$ cat config.mk
export PLATFORM = sky130hd
export DESIGN_NAME = proc_hier_top
export DESIGN_NICKNAME = d
export VERILOG_FILES = /design/src/rtl/proc_hier_top.sv
export SDC_FILE = /design/constraint.sdc
export NUM_CORES = 1
export LEC_CHECK = 0
export ABC_CLOCK_PERIOD_IN_PS = 1900
export BUFFER_PORTS_ARGS = -buffer_cell sky130_fd_sc_hd__buf_2
export CAP_MARGIN = 20
export CORE_AREA = 2 2 160 162
export DETAILED_ROUTE_END_ITERATION = 10
export DIE_AREA = 0 0 162 164
export PLACE_DENSITY = 0.54
export SLEW_MARGIN = 0
export SYNTH_ARGS = -nofsm -noshare
export SYNTH_HDL_FRONTEND = slang
export SYNTH_SLANG_ARGS = --single-unit
$ cat constraint.sdc
create_clock -name clk -period 1.9 [get_ports clk]
set_input_delay 0 -clock clk [delete_from_list [all_inputs] [get_ports clk]]
set_output_delay 0 -clock clk [all_outputs]
set_load 0.02 [all_outputs]
$ cat src/rtl/proc_hier_top.sv
// Commit-trace qualification and statistics counters for the 16-bit pipelined processor.
// Define CACHE_STATS_EN to build the four cache event counters; otherwise they read as 0.
module proc_hier_top #(
  parameter int unsigned CNT_W = 32
) (
  input  logic             clk,
  input  logic             rst,
  input  logic [15:0]      ftch_post_pc,
  input  logic [15:0]      ftch_instruction,
  input  logic             ftch_halt_pc,
  input  logic [4:0]       wb_opcode,
  input  logic             wb_regwrite,
  input  logic             wb_fwd_stall,
  input  logic [2:0]       wb_write_reg_sel,
  input  logic [15:0]      wb_write_data,
  input  logic             mem_fwd_stall,
  input  logic             mem_dmem_en,
  input  logic             mem_dmem_write,
  input  logic [15:0]      mem_out,
  input  logic [15:0]      mem_read_data2,
  input  logic [15:0]      mem_dataout,
  input  logic             icache_req,
  input  logic             icache_hit,
  input  logic             dcache_req,
  input  logic             dcache_hit,
  output logic [15:0]      pc,
  output logic [15:0]      inst,
  output logic             reg_write,
  output logic [2:0]       write_register,
  output logic [15:0]      write_data,
  output logic             mem_read,
  output logic             mem_write,
  output logic [15:0]      mem_address,
  output logic [15:0]      mem_data_in,
  output logic [15:0]      mem_data_out,
  output logic             halt,
  output logic             halted,
  output logic [CNT_W-1:0] cycle_count,
  output logic [CNT_W-1:0] inst_count,
  output logic [CNT_W-1:0] icache_hit_count,
  output logic [CNT_W-1:0] icache_req_count,
  output logic [CNT_W-1:0] dcache_hit_count,
  output logic [CNT_W-1:0] dcache_req_count
);

  localparam logic [CNT_W-1:0] CntOne = CNT_W'(1);

  logic             nop;
  logic             run;
  logic             commit;
  logic             halted_q, halted_d;
  logic [CNT_W-1:0] cycle_q, cycle_d;
  logic [CNT_W-1:0] inst_q, inst_d;

  // Memory-stage qualification deliberately uses the writeback opcode for NOP detection.
  assign nop       = (wb_opcode == 5'b00001);
  assign reg_write = wb_regwrite & ~nop & ~wb_fwd_stall;
  assign mem_read  = mem_dmem_en & ~mem_dmem_write & ~nop & ~mem_fwd_stall;
  assign mem_write = mem_dmem_write & ~nop & ~mem_fwd_stall;
  assign halt      = ftch_halt_pc & ~halted_q;
  assign run       = ~halted_q;
  assign commit    = halt | reg_write | mem_write;

  assign pc             = ftch_post_pc;
  assign inst           = ftch_instruction;
  assign write_register = wb_write_reg_sel;
  assign write_data     = wb_write_data;
  assign mem_address    = mem_out;
  assign mem_data_in    = mem_read_data2;
  assign mem_data_out   = mem_dataout;
  assign halted         = halted_q;
  assign cycle_count    = cycle_q;
  assign inst_count     = inst_q;

  always_comb begin
    halted_d = halted_q | halt;
    cycle_d  = cycle_q;
    inst_d   = inst_q;
    if (run) begin
      cycle_d = cycle_q + CntOne;
      if (commit) inst_d = inst_q + CntOne;
    end
  end

  always_ff @(posedge clk or negedge rst) begin
    if (!rst) begin
      halted_q <= 1'b0;
      cycle_q  <= '0;
      inst_q   <= '0;
    end else begin
      halted_q <= halted_d;
      cycle_q  <= cycle_d;
      inst_q   <= inst_d;
    end
  end

`ifdef CACHE_STATS_EN
  logic [CNT_W-1:0] ic_hit_q, ic_hit_d;
  logic [CNT_W-1:0] ic_req_q, ic_req_d;
  logic [CNT_W-1:0] dc_hit_q, dc_hit_d;
  logic [CNT_W-1:0] dc_req_q, dc_req_d;

  always_comb begin
    ic_hit_d = ic_hit_q;
    ic_req_d = ic_req_q;
    dc_hit_d = dc_hit_q;
    dc_req_d = dc_req_q;
    if (run) begin
      if (icache_hit) ic_hit_d = ic_hit_q + CntOne;
      if (icache_req) ic_req_d = ic_req_q + CntOne;
      if (dcache_hit) dc_hit_d = dc_hit_q + CntOne;
      if (dcache_req) dc_req_d = dc_req_q + CntOne;
    end
  end

  always_ff @(posedge clk or negedge rst) begin
    if (!rst) begin
      ic_hit_q <= '0;
      ic_req_q <= '0;
      dc_hit_q <= '0;
      dc_req_q <= '0;
    end else begin
      ic_hit_q <= ic_hit_d;
      ic_req_q <= ic_req_d;
      dc_hit_q <= dc_hit_d;
      dc_req_q <= dc_req_d;
    end
  end

  assign icache_hit_count = ic_hit_q;
  assign icache_req_count = ic_req_q;
  assign dcache_hit_count = dc_hit_q;
  assign dcache_req_count = dc_req_q;
`else
  logic unused_cache_strobes;
  assign unused_cache_strobes = ^{icache_req, icache_hit, dcache_req, dcache_hit};

  assign icache_hit_count = '0;
  assign icache_req_count = '0;
  assign dcache_hit_count = '0;
  assign dcache_req_count = '0;
`endif

endmodule

# --- Word-level counts from Yosys, hierarchy flattened ---
# Index checks and enable logic that the tools add are counted.
word_totals:
  word_cells: 23
  regBits: 65
  in_bits: 116
  out_inout_bits: 296
classes:
  n_reduce_logical: 1
  n_eq_ne: 1
  addsub: 2
  bitwise_logic: 16
op_table:
  columns: ["op", "n"]
  rows:
  - ["adder 32 x 1 -> 32 bit (second input constant)", 2]
  - ["AND 1 bit", 8]
  - ["equality test 5 x 1 -> 1 bit (second input constant)", 1]
  - ["inverter 1 bit", 5]
  - ["OR 1 bit", 3]
  - ["AND reduction 2 bit", 1]

# --- Logic depth before layout (Yosys ltp) ---
# Gate-level depths: netlist of run 1.
depth:
  depth_word: 7
  mapped_depth: 7
  mapped_depth_nobuf: 6

# --- Worst setup path before layout of run 1 ---
# Ideal clock, no wire load.
synth_path:
  path_kind: "register to register"
  start: "register halted_q, in the netlist halted"
  end: "register cycle_q[16], in the netlist cycle_count[16]"
  t_arrival_ps: 1644
  period_less_slack_ps: 1773
  path_slack_ps: 127
  required_time_ps: 1771
  setup_ps: 129
  path_buffers: 1
  stages_incl_launch_ff: 7
  cell_sequence: "dfrtp_1 -> buf_2 -> and3b_1 -> nor3b_4 -> and2b_1 -> nand4_1 -> xnor2_1"
synth_rtl:
  columns: ["item", "line", "text"]
  rows:
  - ["start, declared", "51", "logic halted_q, halted_d;"]
  - ["start signal, assigned", "91", "halted_q <= halted_d;"]
  - ["end signal, assigned", "92", "cycle_q <= cycle_d;"]
  - ["end, declared", "52", "logic [CNT_W-1:0] cycle_q, cycle_d;"]

# --- Final worst setup path of run 1 ---
layout_path:
  start: "register cycle_q[1], in the netlist cycle_count[1]"
  end: "register cycle_q[16], in the netlist cycle_count[16]"
layout_between:
  elab_chain_len: 1
layout_rtl:
  columns: ["item", "line", "text"]
  rows:
  - ["adder 32 x 1 -> 32 bit", "80", "cycle_d = cycle_q + CntOne;"]
# No other way between the ends.
# A chain may end at the register's enable or synchronous reset.

==> flow_summary.json, run 1 <==
{
  "syn_avg_cell_area_um2": 9.879,
  "crit_path_start": "cycle_count[1]$_DFFE_PN0N_",
  "clock-sinks": 65,
  "drv_slew": 0,
  "max_freq_mhz": 586.1,
  "nFillCells": 2782,
  "hold_violations": 0,
  "peakVddDrop_uv": 431.2,
  "pwr-share-clk": 0.476,
  "fin_skew_ns": 0.008106,
  "antenna_found_initial": 0,
  "ys_seq_elements": 65,
  "worstPathRequired_ns": 2.12,
  "post_drt_wl_per_cell_um": 11.90,
  "ant_nets": 0,
  "min_to": "mem_address[12]",
  "maxCapViolations": 0,
  "cp.arrival_ns": 1.92,
  "intPower_uw": 2490,
  "viasPerCell": 3.312,
  "finalCritPeriodShare": 0.8979,
  "swShare": 0.2867,
  "core_um2": 24820,
  "switchingPower_uw": 1001,
  "gp_congestion": 0.7289,
  "fin_ws_ns": 0.1939,
  "top_level_ports": 412,
  "overflow": 0,
  "pwr-share-comb": 0.115,
  "startpoint_type": "register",
  "hold_path_depth": 0,
  "synthFlopType": "dfrtp_1",
  "run_status": "finished, final reports clean",
  "die_h_um": 164,
  "vias": 2729,
  "layout.nets": 607,
  "portBuffers": 81,
  "async_reset_ff_frac": 1.000,
  "timing.final.crit_period_ns": 1.706,
  "layout-drive-gt1-share": 0.2834,
  "n_antenna_cell": 0,
  "reg2reg_to": "cycle_count[16]$_DFFE_PN0N_",
  "cp_max_fo": 4,
  "p_seq_frac": 0.409,
  "hold_ws_ns": 0.000007769,
  "leakagePower_uw": 0.002496,
  "root_buffer": "clkbuf_16",
  "initial_utilization": 0.1911,
  "drtIter0Drc": 123,
  "die_area_um2": 26570,
  "path_class": "reg2reg",
  "cts_buffers": 9,
  "clk-insertion-delay-late_ns": 0.33,
  "r2r_start": "cycle_count[1]$_DFFE_PN0N_",
  "synthCells": 480,
  "hpwl_um": 7724,
  "syn_area_um2": 4742,
  "r2r_cells": 6,
  "synthToLayoutAreaGrowth_pct": 0.9235,
  "htree_levels": 3,
  "drt-pass1-iter-count": 4,
  "p_per_area_nw_per_um2": 729.3,
  "grt_pass1_wl_um": 14450,
  "worstHoldStart": "mem_out[12]",
  "ys_types": 41,
  "holdCritPathClass": "in2out",
  "setup_violations": 0,
  "grt_use_total": 0.07308,
  "fp-row-count": 58,
  "cp-end-kind": "register",
  "drc": 0,
  "grt_pass1_vias": 2518,
  "grt_start_max_net_pins": 66,
  "cts_tree": "yes",
  "worst_pin_slew_ns": 0.5622,
  "synth-edff-count": 0,
  "fp.dieW_um": 162,
  "clockBufferDepth": 2,
  "slew_headroom": 0.6232,
  "ys_warn_count": 0,
  "rsz0062_at_grt": "false",
  "cts.clk_slew.worst_paths_ns": 0.06,
  "postCtsSetupBuffers": 0,
  "place_ws_ns": 0.1076,
  "wl_um": 9804,
  "yosysSeqAreaShare": 0.3430,
  "regToRegSetupSlack_ns": 0.19,
  "setup_tns_ns": 0
}
[power groups by stage]
stage | combinational (uW) | sequential, uW | clock (uW)
2_1_floorplan | 772 | 1480 | 0
3_3_place_gp | 394 | 1450 | 0
3_5_place_dp | 399 | 1450 | 0
4_1_cts | 403 | 1430 | 1730
5_1_grt | 441 | 1430 | 1800
6_report | 401 | 1430 | 1660
[cells in the final DEF (no fill, tap or decap), drive strengths merged]
| master | instances |
|---|---|
| dlygate4sd3 | 2 |
| mux2 | 2 |
| clkinv | 6 |
| bufinv | 1 |
| a221oi | 1 |
| nand2b | 2 |
| nor2b | 1 |
| buf | 99 |
| xnor2 | 49 |
| nand4b | 1 |
| xor2 | 13 |
| nor4 | 5 |
| and2 | 2 |
| or3b | 1 |
| nand3 | 23 |
| nor3 | 6 |
| nand3b | 1 |
| and3b | 1 |
| inv | 5 |
| and2b | 1 |
| nor3b | 3 |
| nand2 | 20 |
| nand4 | 16 |
| nor2 | 10 |
| dfrtp | 65 |
| and3 | 12 |
| conb | 128 |
| nor4b | 3 |
| or2 | 1 |
| clkbuf | 9 |
| and4 | 3 |
| ha | 2 |
[Yosys cell counts (2+ instances only)]
cell | number | area share
and4_1 | 2 | 0.0037
nor3b_1 | 2 | 0.0032
buf_4 | 227 | 0.36
nor2_1 | 10 | 0.0079
nand2b_1 | 2 | 0.0026
xor2_1 | 13 | 0.024
nor4_1 | 2 | 0.0026
nand2_1 | 19 | 0.015
ha_1 | 2 | 0.0053
and2_1 | 2 | 0.0026
inv_1 | 5 | 0.0040
nand4_2 | 2 | 0.0053
nor4_4 | 2 | 0.0090
nor4b_4 | 2 | 0.010
and3_2 | 2 | 0.0032
nand4_1 | 14 | 0.018
xnor2_1 | 49 | 0.091
buf_2 | 2 | 0.0021
and3_1 | 10 | 0.013
nor3_2 | 5 | 0.011
dfrtp_1 | 65 | 0.34
nand3_1 | 22 | 0.023
[per-layer routing]
layer / track usage / vias to the layer above / wire length, um
met5: 0 / - / 0
met4: 0.06959 / 0 / 844
met3: 0.03485 / 62 / 1075
met2: 0.1103 / 163 / 4436
met1: 0.07410 / 1276 / 3447
li1: - / 1228 / -
[registers in the layout, indices dropped and copies added (netlist names)]
name         cells
inst_count      32
halted           1
cycle_count     32
[cell type report]
cell class | count | area (um2) | area share
Clock buffer | 9 | 225.2 | 0.04706
Clock inverter | 7 | 71.32 | 0.01490
Inverter | 5 | 18.77 | 0.003922
Multi-Input combinational cell | 307 | 1858 | 0.3882
Sequential cell | 65 | 1627 | 0.3399
Tap cell | 330 | 412.9 | 0.08627
Timing Repair Buffer | 101 | 573.1 | 0.1197
[how the worst max path moves through the flow]
stage	slack, ns	cells past startpoint	endpoint
global placement	0.14	7	inst_count[22]$_DFFE_PN0P_
global route	0.04	6	cycle_count[16]$_DFFE_PN0N_
finish	0.19	6	cycle_count[16]$_DFFE_PN0N_
detailed placement	0.11	7	inst_count[26]$_DFFE_PN0P_
floorplan	0.13	6	cycle_count[16]$_DFFE_PN0N_
CTS	0.10	7	inst_count[26]$_DFFE_PN0P_
[worst max-delay path, stage by stage, from the launching register on]
cell	delay, ns
dfrtp_1	0.38
ha_1	0.17
and3b_1	0.21
nor3b_4	0.34
and2b_1	0.23
nand4_1	0.13
xnor2_1	0.14
[repair_timing]
action / 4_1_cts / 5_1_grt
hold endpoints to repair: 66 / 0
gates resized for setup: 0 / 1
endpoints found under the setup margin: 0 / 5
hold buffers: 2 / 0
[cells by family (layout without fill, tap and decap cells)]
kind of cell | after synthesis | in the layout | synth area share
fa+ha+maj | 2 | 2 | 0.005276
other cells | 1 | 128 | 0.0007908
buf+inv | 235 | 122 | 0.3662
simple gates | 112 | 112 | 0.1615
xor+xnor | 62 | 62 | 0.1145
flops | 65 | 65 | 0.3430
compound gates | 1 | 1 | 0.003165
mux | 2 | 2 | 0.005540
[stage by stage]
| step | total power [uW] | area, um2 | utilization | cells |
|---|---|---|---|---|
| floorplan | 2250 | 5219 | - | 607 |
| global placement | 1844 | 4467 | 0.1800 | 806 |
| detailed placement | 1852 | 4467 | 0.1800 | 806 |
| CTS | 3559 | 4783 | 0.1927 | 824 |
| global route | 3669 | 4786 | 0.1928 | 824 |
| finish | 3490 | 4786 | 0.1928 | 824 |
No activity file was read; power rests on OpenSTA's default activity.
==> inputs of run 2 (changes only) <==
--- a/config.mk
+++ b/config.mk
@@ -5,13 +5,14 @@
 export SDC_FILE = /design/constraint.sdc
 export NUM_CORES = 1
 export LEC_CHECK = 0
+export ABC_AREA = 1
 export ABC_CLOCK_PERIOD_IN_PS = 1900
 export BUFFER_PORTS_ARGS = -buffer_cell sky130_fd_sc_hd__buf_2
 export CAP_MARGIN = 20
 export CORE_AREA = 2 2 160 162
 export DETAILED_ROUTE_END_ITERATION = 10
 export DIE_AREA = 0 0 162 164
-export PLACE_DENSITY = 0.54
+export PLACE_DENSITY = 0.58
 export SLEW_MARGIN = 0
 export SYNTH_ARGS = -nofsm -noshare
 export SYNTH_HDL_FRONTEND = slang
==> run 2 against run 1 <==
Net effect:
- largest power group unchanged
- worst hold slack barely moved
- register-to-register slack gained 0.11 ns
- final area up 17%
- critical path depth increased by 2
- utilization up 3.4 points
- combinational power is 27% lower
- clock-buffer cell count up 2
- total power rose by 4.0%
==> flow_summary.json, run 2 <==
{
  "synthToLayoutAreaGrowth_pct": -0.5535,
  "pwr-share-clk": 0.539,
  "p_seq_frac": 0.381,
  "netlist.area_leader.share": 0.3015,
  "wl_um": 12650,
  "async_reset_ff_frac": 1.000,
  "path_class": "reg2reg",
  "cts_buffers": 9,
  "synthTopCellsByArea": "buf_4 30%, dfrtp_1 29%, nand2_1 17%",
  "gp_congestion": 0.8693,
  "root_buffer": "clkbuf_16",
  "max_freq_mhz": 625.6,
  "final_common_cell": "nand2_1",
  "swShare": 0.2501,
  "syn_area_um2": 5652,
  "n_antenna_cell": 0,
  "cts_tree": "yes",
  "slowest_delay_ns": 0.42,
  "cp_max_fo": 6,
  "maxCapViolations": 0,
  "top_level_ports": 412,
  "ys_types": 25,
  "die_area_um2": 26570,
  "ant_nets": 0,
  "worstPathRequired_ns": 2.17,
  "timing.final.crit_period_ns": 1.599,
  "synth-edff-count": 0,
  "pwr-share-comb": 0.080,
  "synth.most_common_cell": "nand2_1",
  "clk-insertion-delay-late_ns": 0.33,
  "grt_use_total": 0.09529,
  "layout-drive-gt1-share": 0.1460,
  "portBuffers": 81,
  "yosys.area.top_type": "buf_4",
  "grt_start_max_net_pins": 66,
  "leakagePower_uw": 0.002922,
  "grt_pass1_wl_um": 19910,
  "vias": 4262,
  "yosysSeqAreaShare": 0.2878,
  "synthCells": 810,
  "holdCritPathClass": "in2out",
  "synthTopCellsByCount": "249 x nand2_1, 227 x buf_4, 82 x nor2_1, 65 x dfrtp_1, 60 x inv_1",
  "finalCritPeriodShare": 0.8414,
  "cp_slowest_cell": "dfrtp_1",
  "post_drt_wl_per_cell_um": 11.11,
  "fin_cells": 1138,
  "postCtsSetupBuffers": 0,
  "ys_seq_elements": 65,
  "clockBufferDepth": 2,
  "viasPerCell": 3.745,
  "cts.clk_slew.worst_paths_ns": 0.06,
  "initial_utilization": 0.2277,
  "p_per_area_nw_per_um2": 646.0,
  "layout.nets": 921,
  "drtIter0Drc": 160,
  "setup_violations": 0,
  "antenna_found_initial": 0,
  "setup_tns_ns": 0,
  "path_cells": "ha_2 -> inv_1 -> nor2_2 -> nand2_1 -> nor2_1 -> xor2_1 -> nand2_1 -> nand2_1",
  "cp-end-kind": "register",
  "synthFlopType": "dfrtp_1",
  "hold_violations": 0,
  "syn_avg_cell_area_um2": 6.977,
  "cp.arrival_ns": 1.87,
  "ys_warn_count": 0,
  "grt_pass1_vias": 3885,
  "intPower_uw": 2723,
  "cp_common_cell": "nand2_1",
  "fp.dieW_um": 162,
  "startpoint_type": "register",
  "overflow": 0,
  "dp_cells": 1120,
  "drc": 0,
  "hpwl_um": 9934,
  "rsz0062_at_grt": "false",
  "core_um2": 24820,
  "drv_slew": 0,
  "run_status": "finished, final reports clean",
  "clock-sinks": 65,
  "fp-row-count": 58,
  "fin_skew_ns": 0.006376,
  "switchingPower_uw": 908.2,
  "drt-pass1-iter-count": 4,
  "htree_levels": 3,
  "mostFrequentLayoutCells": "249 x nand2_1, 128 x conb_1, 81 x nor2_1, 81 x buf_2, 65 x dfrtp_1",
  "die_h_um": 164,
  "peakVddDrop_uv": 436.2
}
-- run 2: cell families after synthesis --
| kind of cell | count (synthesis) | share of synthesized area |
|---|---|---|
| AND/OR/NAND/NOR | 404 | 0.2944 |
| buffers and inverters | 295 | 0.3502 |
| flip-flops | 65 | 0.2878 |
| XOR/XNOR | 36 | 0.05579 |
| AO/OA/AOI/OAI | 7 | 0.006641 |
| adder cells (fa/ha/maj) | 2 | 0.004427 |
| other | 1 | 0.0006635 |
-- run 2: cell type report --
class,instances,area (um2)
clock buffer,11,242.7
clock inverter,5,102.6
fill,2791,19200
inverter,62,232.7
multi-input combinational,577,2527
sequential,65,1627
tap,330,412.9
timing repair buffer,88,475.5
-- run 2: worst max-delay path: cells and delay by family, from the launching register on --
family	cells	cell delay, ns
buf+inv	1	0.08
fa+ha+maj	1	0.29
simple gates	5	0.58
xor+xnor	1	0.16
flops	1	0.42
-- run 2: path summary, 6_finish.rpt --
path | to | depth (start not counted) | startpoint | slack, ns
min in group asynchronous | cycle_count[6]$_DFFE_PN0N_ | 3 | rst | 0.22
worst max-delay path | inst_count[16]$_DFFE_PN0P_ | 8 | inst_count[1]$_DFFE_PN0P_ | 0.30
max in group asynchronous | inst_count[22]$_DFFE_PN0P_ | 3 | rst | 1.38
worst min register to register | cycle_count[15]$_DFFE_PN0N_ | 1 | cycle_count[15]$_DFFE_PN0N_ | 0.52
worst min-delay path | mem_data_out[2] | 0 | mem_dataout[2] | 0.000008
worst max register to register | inst_count[16]$_DFFE_PN0P_ | 8 | inst_count[1]$_DFFE_PN0P_ | 0.30
-- run 2: power groups by stage --
stage | clock network (uW) | logic, uW | registers [uW]
floorplan | 0 | 740 | 1410
CTS | 2000 | 288 | 1380
detailed placement | 0 | 285 | 1410
finish | 1960 | 291 | 1380
global placement | 0 | 285 | 1410
global route | 2050 | 318 | 1380
-- run 2: per-stage QoR --
step	util	hold WS [ns]	area (um2)	worst slack (ns)	power, uW
3_5_place_dp	0.2115	0.0001367	5250	0.1972	1694
6_report	0.2265	0.000007769	5620	0.3014	3631
3_3_place_gp	0.2115	0.0001367	5250	0.2565	1694
5_1_grt	0.2265	0.00002924	5620	0.09665	3751
2_1_floorplan	-	-0.2956	6128	0.2851	2150
4_1_cts	0.2263	0.0001367	5615	0.1886	3674
-- run 2: routing by layer --
metal | global-route usage | wire [um] | share of wire | vias up
li1 | - | - | - | 2097
met1 | 0.1138 | 5293 | 0.42 | 1901
met2 | 0.1516 | 5726 | 0.45 | 218
met3 | 0.03258 | 1130 | 0.089 | 46
met4 | 0.05028 | 495 | 0.039 | 0
met5 | 0 | 0 | 0 | -
-- run 2: what timing repair did --
| item | in CTS | in global routing |
|---|---|---|
| endpoints found under the setup margin | 0 | 2 |
| endpoints found under the hold margin | 66 | 0 |
| hold buffers | 2 | 0 |
| gates resized for setup | 0 | 2 |
==> inputs of run 3 (changes only) <==
--- a/config.mk
+++ b/config.mk
@@ -6,7 +6,7 @@
 export NUM_CORES = 1
 export LEC_CHECK = 0
 export ABC_AREA = 1
-export ABC_CLOCK_PERIOD_IN_PS = 1900
+export ABC_CLOCK_PERIOD_IN_PS = 1500
 export BUFFER_PORTS_ARGS = -buffer_cell sky130_fd_sc_hd__buf_2
 export CAP_MARGIN = 20
 export CORE_AREA = 2 2 160 162
==> constraint.sdc (replaced) <==
create_clock -name clk -period 1.5 [get_ports clk]
set_input_delay 0 -clock clk [delete_from_list [all_inputs] [get_ports clk]]
set_output_delay 0 -clock clk [all_outputs]
set_load 0.02 [all_outputs]
==> run 3 against run 2 <==
Net effect:
- fmax up 8.9%
- highest routed layer unchanged
- non-clock buffer count is 51 higher
- worst hold slack about the same
==> flow_summary.json, run 3 (synthesis results as in run 2) <==
{
  "cp-end-kind": "register",
  "core_um2": 24820,
  "n_antenna_cell": 0,
  "fin_skew_ns": 0.01065,
  "fp.dieW_um": 162,
  "initial_utilization": 0.2277,
  "peakVddDrop_uv": 377.3,
  "mostFrequentLayoutCells": "243 x nand2_1, 128 x conb_1, 81 x buf_2",
  "htree_levels": 3,
  "regArea_um2": 1639,
  "overflow": 0,
  "cts.clk_slew.worst_paths_ns": 0.05,
  "setup_violations": 0,
  "fp-row-count": 58,
  "p_per_area_nw_per_um2": 693.4,
  "holdCritPathClass": "in2out",
  "gr-usage-met2": 0.1607,
  "drc": 0,
  "finalCritPeriodShare": 0.9790,
  "drt-pass1-iter-count": 4,
  "final_common_cell": "nand2_1",
  "die_h_um": 164,
  "place_area_um2": 5622,
  "grt_pass1_vias": 4069,
  "run_status": "finished, final reports clean",
  "clockBufferDepth": 2,
  "hold_violations": 0,
  "setup_tns_ns": 0,
  "viasPerCell": 3.730,
  "min_to": "mem_data_out[2]",
  "antenna_found_initial": 0,
  "drtIter0Drc": 178,
  "rsz0062_at_grt": "true",
  "grt_util_met3": 0.03586,
  "cts_buffers": 9,
  "path_class": "reg2reg",
  "r2r_cells": 8,
  "multi_input_area_um2": 2660,
  "synthToLayoutAreaGrowth_pct": 8.700,
  "clk-insertion-delay-late_ns": 0.33,
  "top_level_ports": 412,
  "clock-sinks": 65,
  "die_area_um2": 26570,
  "met1_usage": 0.1218,
  "regToRegSetupSlack_ns": 0.03,
  "max_freq_mhz": 681.0,
  "worstHoldStart": "mem_dataout[2]",
  "hold_path_depth": 0,
  "cts_tree": "yes",
  "vias": 4435,
  "cp_max_fo": 7,
  "layout.nets": 972,
  "gp_congestion": 0.8450,
  "grt_pass1_wl_um": 20870,
  "drv_slew": 0,
  "portBuffers": 81,
  "wl_um": 13390,
  "root_buffer": "clkbuf_16",
  "leakagePower_uw": 0.003165,
  "nFillCells": 2784,
  "startpoint_type": "register",
  "reg2reg_to": "inst_count[23]$_DFFE_PN0P_",
  "ant_nets": 0,
  "grt_use_total": 0.1001,
  "post_drt_wl_per_cell_um": 11.26,
  "cp.arrival_ns": 1.69,
  "maxCapViolations": 0,
  "r2r_start": "inst_count[0]$_DFFE_PN0P_",
  "layout-drive-gt1-share": 0.2468,
  "hpwl_um": 10460,
  "grt_start_max_net_pins": 66,
  "gr-max-usage-layer": "met2",
  "design_area_um2": 6143,
  "timing.final.crit_period_ns": 1.468,
  "worstPathRequired_ns": 1.72
}
==> run 3: layout make-up <==
type,count,share of cell area
tap,330,0.06721
timing repair buffer,139,0.1462
clock buffer,11,0.03951
clock inverter,5,0.008961
multi-input combinational,577,0.4330
sequential,65,0.2668
inverter,62,0.03829
==> run 3: report_power, final <==
| part | switching [uW] | internal [uW] |
|---|---|---|
| combinational | 341 | 30.3 |
| clock | 808 | 1330 |
| sequential | 0 | 1750 |
| total | 1150 | 3110 |
==> run 3: worst max-delay path by stage <==
stage,from,end,slack [ns],depth (start not counted)
global placement,inst_count[6]$_DFFE_PN0P_,inst_count[26]$_DFFE_PN0P_,0.05,9
global route,cycle_count[0]$_DFFE_PN0N_,cycle_count[26]$_DFFE_PN0N_,-0.05,8
CTS,cycle_count[0]$_DFFE_PN0N_,cycle_count[24]$_DFFE_PN0N_,0.01,8
detailed placement,cycle_count[1]$_DFFE_PN0N_,cycle_count[22]$_DFFE_PN0N_,0.04,8
finish,inst_count[0]$_DFFE_PN0P_,inst_count[23]$_DFFE_PN0P_,0.03,8
floorplan,inst_count[1]$_DFFE_PN0P_,inst_count[16]$_DFFE_PN0P_,-0.02,8
==> run 3: through the flow <==
stage               hold slack (ns)    util  setup WS (ns)  std cells  total power [uW]
floorplan                   -0.2956       -       -0.02272        937              2724
global placement          0.0001367  0.2265        0.05484       1165              2149
detailed placement        0.0001367  0.2265        0.03725       1165              2151
CTS                       0.0001367  0.2394       0.009548       1183              4332
global route             0.00002926  0.2475       -0.04692       1189              4434
finish                  0.000007748  0.2475        0.03153       1189              4260
==> run 3: what timing repair did <==
item	CTS	global route
pin swaps	1	10
gates resized for setup	1	52
endpoints found under the hold margin	66	0
setup endpoints to repair	1	43
hold buffers	2	0
buffers inserted	0	6
==> run 3: layer usage <==
metal  part of all wire  wire length, um  up-vias
li1                   -                -     2190
met3              0.091             1214       44
met5                  0                0        -
met2               0.47             6295      202
met1               0.41             5497     1999
met4              0.029              384        0
==> run 3: worst max-delay path, cell delays in order, from the launching register on <==
cell	delay (ns)
dfrtp_2	0.38
buf_4	0.17
nand3_2	0.15
nor2_2	0.15
nand3_1	0.08
nor2_1	0.21
nand3_1	0.11
nand2_1	0.07
inv_1	0.03
